===== src/rtl/uart_rx.sv =====
// uart_rx: 16x oversampling UART receiver with ready/valid output; optional even parity via UART_RX_PARITY_EN
module uart_rx #(
  parameter int CLK_FREQ_HZ = 100000000,
  parameter int BAUD = 115200
) (
  input  logic       clk,
  input  logic       rst_n,
  input  logic       rx,
  output logic [7:0] m_data,
  output logic       m_valid,
  input  logic       m_ready,
  output logic       frame_err,
  output logic       overrun
`ifdef UART_RX_PARITY_EN
  ,
  output logic       parity_err
`endif
);
  localparam int DIV_RAW = CLK_FREQ_HZ / (BAUD * 16);
  localparam int DIV = DIV_RAW < 1 ? 1 : DIV_RAW;
  localparam int TW = DIV > 1 ? $clog2(DIV) : 1;
`ifdef UART_RX_PARITY_EN
  typedef enum logic [2:0] {IDLE, START, DATA, PARITY, STOP, BREAK} state_t;
`else
  typedef enum logic [2:0] {IDLE, START, DATA, STOP, BREAK} state_t;
`endif
  state_t        state;
  logic          rx_s1, rx_s2;
  logic [TW-1:0] tcnt;
  logic          tick;
  logic [3:0]    scnt;
  logic [2:0]    bidx;
  logic [7:0]    shreg;
  logic          drop;
`ifdef UART_RX_PARITY_EN
  logic          perr;
  assign drop = perr;
`else
  assign drop = 1'b0;
`endif
  assign tick = tcnt == TW'(DIV - 1);
  // two-flop synchronizer for the asynchronous line
  always_ff @(posedge clk) begin
    if (!rst_n) {rx_s2, rx_s1} <= 2'b11;
    else {rx_s2, rx_s1} <= {rx_s1, rx};
  end
  // oversample tick divider, realigned to the detected start edge
  always_ff @(posedge clk) begin
    if (!rst_n || (state == IDLE && !rx_s2)) tcnt <= '0;
    else tcnt <= tick ? '0 : tcnt + 1'b1;
  end
  // frame FSM plus output register with handshake and error pulses
  always_ff @(posedge clk) begin
    if (!rst_n) begin
      state <= IDLE;
      scnt <= '0;
      bidx <= '0;
      shreg <= '0;
      m_data <= '0;
      m_valid <= 1'b0;
      frame_err <= 1'b0;
      overrun <= 1'b0;
`ifdef UART_RX_PARITY_EN
      parity_err <= 1'b0;
      perr <= 1'b0;
`endif
    end else begin
      frame_err <= 1'b0;
      overrun <= 1'b0;
`ifdef UART_RX_PARITY_EN
      parity_err <= 1'b0;
`endif
      if (m_valid && m_ready) m_valid <= 1'b0;
      case (state)
        IDLE: if (!rx_s2) begin
          state <= START;
          scnt <= '0;
        end
        START: if (tick) begin
          scnt <= scnt + 4'd1;
          if (scnt == 4'd7) begin
            scnt <= '0;
            bidx <= '0;
            state <= rx_s2 ? IDLE : DATA;
          end
        end
        DATA: if (tick) begin
          scnt <= scnt + 4'd1;
          if (scnt == 4'd15) begin
            shreg <= {rx_s2, shreg[7:1]};
            bidx <= bidx + 3'd1;
`ifdef UART_RX_PARITY_EN
            if (bidx == 3'd7) state <= PARITY;
`else
            if (bidx == 3'd7) state <= STOP;
`endif
          end
        end
`ifdef UART_RX_PARITY_EN
        PARITY: if (tick) begin
          scnt <= scnt + 4'd1;
          if (scnt == 4'd15) begin
            perr <= ^shreg ^ rx_s2;
            parity_err <= ^shreg ^ rx_s2;
            state <= STOP;
          end
        end
`endif
        STOP: if (tick) begin
          scnt <= scnt + 4'd1;
          if (scnt == 4'd15) begin
            if (!rx_s2) begin
              frame_err <= 1'b1;
              state <= BREAK;
            end else begin
              state <= IDLE;
              if (!drop && (!m_valid || m_ready)) begin
                m_data <= shreg;
                m_valid <= 1'b1;
              end else if (!drop) overrun <= 1'b1;
            end
          end
        end
        BREAK: if (rx_s2) state <= IDLE;
        default: state <= IDLE;
      endcase
    end
  end
endmodule


===== config.mk =====
export PLATFORM = sky130hd
export DESIGN_NAME = uart_rx
export DESIGN_NICKNAME = d
export VERILOG_FILES = /design/src/rtl/uart_rx.sv
export SDC_FILE = /design/constraint.sdc
export NUM_CORES = 1
export LEC_CHECK = 0
export CAP_MARGIN = 20
export CORE_ASPECT_RATIO = 0.6
export CORE_MARGIN = 4
export CORE_UTILIZATION = 50
export CTS_CLUSTER_DIAMETER = 100
export CTS_CLUSTER_SIZE = 25
export DETAILED_ROUTE_END_ITERATION = 7
export GPL_TIMING_DRIVEN = 1
export PLACE_DENSITY = 0.71
export SYNTH_ARGS = -nofsm -noshare
export SYNTH_HDL_FRONTEND = slang
export SYNTH_SLANG_ARGS = --single-unit

===== constraint.sdc =====
create_clock -name clk -period 3.2 [get_ports clk]
set_input_delay 0.32 -clock clk [delete_from_list [all_inputs] [get_ports clk]]
set_output_delay 0.32 -clock clk [all_outputs]
set_load 0.05 [all_outputs]

==> summary.txt <==
Outcome
  – Status: finished clean

Global route
  – First-pass GRT wire length: 6.22 mm
  – Vias in the first global route: 1292
  – Antenna violations before repair: 0
  – Aggregate global routing overflow: 0
  – Largest net degree at the start of global routing: 22
  – Tot GR Track Use: 18.0%

Critical path
  – Critical Path Slowest Stage Cell: nor4_4
  – Launch point of the worst reg-to-reg path: scnt[0]
  – Crit-path leading delay family: simple AND/OR/NAND/NOR gates
  – Worst EP required: 3.36 ns
  – Crit end category: flip-flop
  – CP max stage delay: 0.74 ns
  – Buf/Inv on CP: 0
  – Worst setup path category: reg -> reg
  – CP max FO: 8
  – Crit path DAT: 2.31 ns
  – Startpoint Class: flip-flop
  – Crit path from: scnt[0]
  – Worst path cell trace: ha_1 -> nand3_1 -> nor4_4 -> mux2i_1 -> nor2_1

Synthesis
  – FFs w/ async S/R, synth: 0%
  – EDFF count, synth: 0
  – Post-synth top flop: dfxtp_1
  – Seq/Total Area, Yosys: 44.0%
  – Synth Warn #: 0
  – Post-Syn Area: 1680 µm²
  – Syn Nets: 195
  – Yosys cell types: 37
  – Syn Inst Count: 186
  – Register bit count reported by yosys: 37
  – Syn avg cell area: 9.04 µm²

Floorplanning
  – Row Count: 15
  – Die W: 82.9 µm
  – Initial Utilization: 55.3%
  – Die ar.: 4390 µm²
  – Core area: 3040 µm²
  – Top Ports: 15
  – Die span in y: 52.9 µm

Drt
  – Total Wirelength: 3.55 mm
  – Initial drt markers: 71
  – Vias/cell: 5.88
  – Per-cell routed wire length: 14.8 µm
  – Post-route ant nets: 0
  – DRC Markers: 0
  – Via count: 1411
  – First drt pass iteration count: 4

Placement
  – GP Congestion: 0.851
  – Placed Area: 1840 µm²
  – Port Buf Inserts: 14
  – Post-DP HPWL: 2.58 mm

CTS
  – Deepest clock path buffer count: 2
  – CTS Hold Buffers Added: 0
  – Clk_lat worst skew: 0.29 ns
  – Post-CTS setup buffers: 0
  – CTS root buf: clkbuf_8
  – CTS Buf Count: 5
  – Worst-path clk slew: 0.08 ns
  – H-tree Lvls: 2
  – PostCTS Resize Cnt: 0
  – CTS tree: yes
  – TritonCTS Sinks: 37

Job
  – Max Cap Violations: 0

Finish
  – Antenna fix cells: 0
  – P&R area growth vs syn: 16.3%
  – Share of cells above drive strength 1: 8.08%
  – Area of the multi-input gates: 891 µm²
  – Fill cells: 258
  – Post-route cell area: 1960 µm²
  – Layout Utilization: 64.3%
  – Nets@finish: 206
  – Register area: 741 µm²

Power and ir drop
  – Leak pwr: 0.734 nW
  – Power Dens Cells: 476 nW/µm²
  – Max VDD drop: 425 µV

Hold path
  – Hold Startpoint: rx_s1
  – HP Class: reg -> reg

STA
  – Final clock skew: 0.00505 ns
  – Final setup fails: 0
  – Setup TNS: 0 ns
  – Peak Freq: 464 MHz
  – RSZ-0062 raised after global routing: no
  – Tmin final: 2.16 ns
  – Slew @ Worst Pin: 0.717 ns
  – Worst slew margin: 51.9%
  – Final hold violation count: 0
  – Final Cycle Share: 67.4%
  – Fin. max-slew vios: 0
-- cells by family (layout without fill, tap and decap cells) --
logic type / Yosys count / after routing / synth area share, %
AOI/OAI and AO/OA: 30 / 30 / 10.9
buffers and inverters: 13 / 25 / 2.98
and+or+nand+nor: 84 / 84 / 28.6
DFF: 37 / 37 / 44.0
adders and majority gates: 5 / 5 / 3.72
muxes: 13 / 13 / 7.74
xor gates and xnor gates: 4 / 4 / 2.08
-- sequential cells by signal, summed over array words and instances (netlist names) --
signal     cells
rx_s2          1
tcnt           6
shreg          8
frame_err      1
state          3
rx_s1          1
overrun        1
m_data         8
scnt           4
bidx           3
m_valid        1
-- cells in the mapped netlist (2+ instances only) --
cell      number  share of area (%)
nand2b_1       4                1.5
nor4_4         2                2.5
nand2_1       13                2.9
nor2b_1        2               0.74
xor2_1         2                1.0
nor3b_1        2               0.89
xnor2_1        2                1.0
nor2_1        19                4.2
ha_1           5                3.7
and3_1         2               0.74
nor3_1         3               0.89
dfxtp_1       37                 44
nand4_1       12                4.5
o21ai_0       11                3.3
clkbuf_1       9                2.0
nand3_1        9                2.7
inv_1          3               0.67
or2_2          4                1.5
nand3b_1       5                2.2
mux2i_1       13                7.7
and3b_1        2                1.0
a21oi_1        9                2.7
or3_1          2               0.74
-- path summary, 6_finish.rpt --
check / end / slack [ns] / depth (start not counted)
min: rx_s2 / 0.41 / 1
max: shreg[7] / 1.04 / 5
max reg2reg: shreg[7] / 1.04 / 5
min reg2reg: rx_s2 / 0.41 / 1
-- routing by layer --
layer / GRT usage, % / up-vias / wire, µm
li1: - / 690 / -
met1: 24.4 / 647 / 1780
met2: 26.9 / 67 / 1400
met3: 6.69 / 7 / 339
met4: 4.89 / 0 / 27
met5: 0 / - / 0
-- area by class of cell --
cell class                      instances  share of cell area, %
Clock buffer                            6                   4.22
Clock inverter                          2                   1.92
Inverter                                3                  0.576
Multi-Input combinational cell        136                   45.6
Sequential cell                        37                   37.9
Tap cell                               42                   2.69
Timing Repair Buffer                   14                   7.17
-- placed cells by master (no fill, tap or decap), types with 2 or more instances in the layout --
master           netlist  layout
or3_1                  2       2
nand4_1               12      12
nor2_1                19      19
nor3_1                 3       3
nand3b_1               5       5
clkdlybuf4s50_1        0      14
a21oi_1                9       9
and3_1                 2       2
ha_1                   5       5
nand2_1               13      13
clkbuf_8               0       6
nor3b_1                2       2
o21ai_0               11      11
nand2b_1               4       4
inv_1                  3       3
nor4_4                 2       2
and3b_1                2       2
xnor2_1                2       2
or2_2                  4       4
mux2i_1               13      13
nand3_1                9       9
dfxtp_1               37      37
nor2b_1                2       2
xor2_1                 2       2
-- worst register-to-register path, cell delays in order (launching register included) --
cell and delay (ns):
dfxtp_1 0.38, ha_1 0.28, nand3_1 0.26, nor4_4 0.74
mux2i_1 0.30, nor2_1 0.06
-- stage by stage --
stage               total power, mW  hold slack [ns]  setup WS [ns]  cells
floorplan                     0.508            0.386           1.39    186
detailed placement            0.517            0.396          0.938    232
global placement              0.515            0.393           1.07    232
global route                  0.966            0.431          0.885    240
CTS                           0.934            0.414           1.05    240
finish                        0.931            0.413           1.04    240
-- power breakdown --
group / switching, mW / internal (mW)
Clock: 0.171 / 0.253
Combinational: 0.0192 / 0.0145
Sequential: 0.00770 / 0.465
Note: power is estimated with default switching activity, not from simulation.
==> RTL edit, RTL diff (same flow settings) <==
The option `UART_RX_PARITY_EN` is turned on by a define.
--- a/src/rtl/uart_rx.sv
+++ b/src/rtl/uart_rx.sv
@@ -1,4 +1,6 @@
 // uart_rx: 16x oversampling UART receiver with ready/valid output; optional even parity via UART_RX_PARITY_EN
+`define UART_RX_PARITY_EN
+
 module uart_rx #(
   parameter int CLK_FREQ_HZ = 100000000,
   parameter int BAUD = 115200
Check against the original RTL (old outputs only; new: parity_err): no difference found for any inputs over 10 cycles, from zero or initial values and one cycle with rst_n low; that may be too few to reach the edited logic, so the function may still have changed.
==> RTL edit against the original RTL <==
Sequential cell count is 2 higher. Critical path depth is 1 lower. Cell area grew 10%. Area after synthesis up 12%. Core utilization fell by 1.6 points. Worst hold slack hardly changed. Critical path type unchanged. Via count rose by 18%. Routed wire length increased by 25%. Total power down 2.0%. Final cell count increased by 13%. Worst setup slack worse by 0.12 ns. Largest cell class unchanged.
==> RTL edit: results (changes against the original RTL) <==
- Layout cell share with drive strength beyond 1: 0.07111 (was 0.08081)
- Synth area leaders: dfxtp_1 (41%), a21oi_1 (4.5%), mux2i_1 (4.2%) (was dfxtp_1 (44%), mux2i_1 (7.7%), nand4_1 (4.5%))
- Vias in the first global route: 1547 (was 1292)
- Latest clock arrival within the worst-skew pair: 0.29 ns (about the same)
- Arrival @ worst endpoint: 2.44 ns (was 2.31 ns)
- Final RePlAce weighted congestion: 0.8134 (was 0.8514)
- Final Non-Filler Cells: 270 (was 240)
- Post-Route WL: 4.438 mm (was 3.546 mm)
- Area after DPL: 2057 um^2 (was 1836 um^2)
- GRT Total Usage: 0.1962 (was 0.1799)
- Avg Cell Area, Syn: 8.912 um^2 (was 9.041 um^2)
- Yosys cell types: 51 (was 37)
- Sequential share of the synthesized area: 0.4132 (was 0.4405)
- Post-synthesis mux area share: 0.04238 (was 0.07738)
- DP HPWL: 3.258 mm (was 2.580 mm)
- Crit Path Max Fanout: 18 (was 8)
- Switching Share: 0.2262 (was 0.2125)
- Combinational power: 0.0496 mW (was 0.0337 mW)
- Largest net degree at the start of global routing: 29 (was 22)
- Complex-gate fraction of the synthesized area: 0.1735 (was 0.1086)
- Clock Skews: 0.004986 ns (was 0.005048 ns)
- Final #Nets: 233 (was 206)
- Worst Tran Pin Value: 1.056 ns (was 0.7166 ns)
- Outcome: finished, final reports clean (unchanged)
- Clock group power: 0.363 mW (was 0.424 mW)
- Maximum vdd drop: 0.2565 mV (was 0.4254 mV)
- Port Buffers: 15 (was 14)
- Place WS: 0.9751 ns (was 0.9378 ns)
- XOR/XNOR Fraction of Synth Area: 0.05828 (was 0.02083)
- Initial DRC count: 137 (was 71)
- First-pass GRT wire length: 7.521 mm (was 6.216 mm)
- Via-per-instance ratio: 6.144 (was 5.879)
- Placed cells: 262 (was 232)
- Post-synth top cells: dfxtp_1 (39), a21oi_1 (17), nor2_1 (16) (was dfxtp_1 (37), nor2_1 (19), mux2i_1 (13), nand2_1 (13), nand4_1 (12))
- Synth Area in Adders: 0.03311 (was 0.03720)
- Clock share of power: 0.398 (was 0.456)
- LEAKAGE: 0.7819 nW (was 0.7335 nW)
- N_diodes: 0 (unchanged)
- Syn_nets: 221 (was 195)
-- RTL edit: cell count changes after synthesis, sizes merged, moves of 4 or more --
cell | unedited run | this run
a21oi | 9 | 17
nor3 | 3 | 9
mux2i | 13 | 8
xnor2 | 2 | 7
buf | 1 | 5
inv | 3 | 7
nand2 | 13 | 9
nand3b | 5 | 1
o31ai | 0 | 4
-- RTL edit: layout make-up --
type                       count  area [um^2]
clock buffer                   7        96.34
clock inverter                 1        7.507
fill                         306         1282
inverter                       8        30.03
multi-input combinational    153         1025
sequential                    39        780.7
tap                           45        56.30
timing repair buffer          17        165.2
-- RTL edit: final timing paths --
| check | start | endpoint | slack [ns] | cells past startpoint |
|---|---|---|---|---|
| hold reg to reg | rx_s1 | rx_s2 | 0.41 | 1 |
| setup reg to reg | state[2] | m_data[5] | 0.92 | 4 |
| hold / removal | rx_s1 | rx_s2 | 0.41 | 1 |
| setup / recovery | state[2] | m_data[5] | 0.92 | 4 |
-- RTL edit: critical path, cell delays in order, from the launching register on --
cell and delay [ns]:
dfxtp_1 0.65, or3b_1 0.54, or4b_1 0.67, o21ai_1 0.19, a21oi_1 0.09
-- RTL edit: logic make-up (layout without fill, tap and decap cells) --
| kind of cell | count (synthesis) | after routing |
|---|---|---|
| buffers and inverters | 20 | 33 |
| flip-flops | 39 | 39 |
| adder cells (fa/ha/maj) | 5 | 5 |
| AO/OA/AOI/OAI | 51 | 51 |
| multiplexers | 8 | 8 |
| XOR/XNOR | 11 | 11 |
| AND/OR/NAND/NOR | 78 | 78 |
-- RTL edit: metal layers --
layer,up-vias,part of all wire,wire [um],global-route usage
met2,58,0.40,1772,0.2500
met4,0,0.020,87,0.07877
li1,807,-,-,-
met5,-,0,0,0
met3,13,0.068,303,0.07249
met1,781,0.51,2275,0.2908
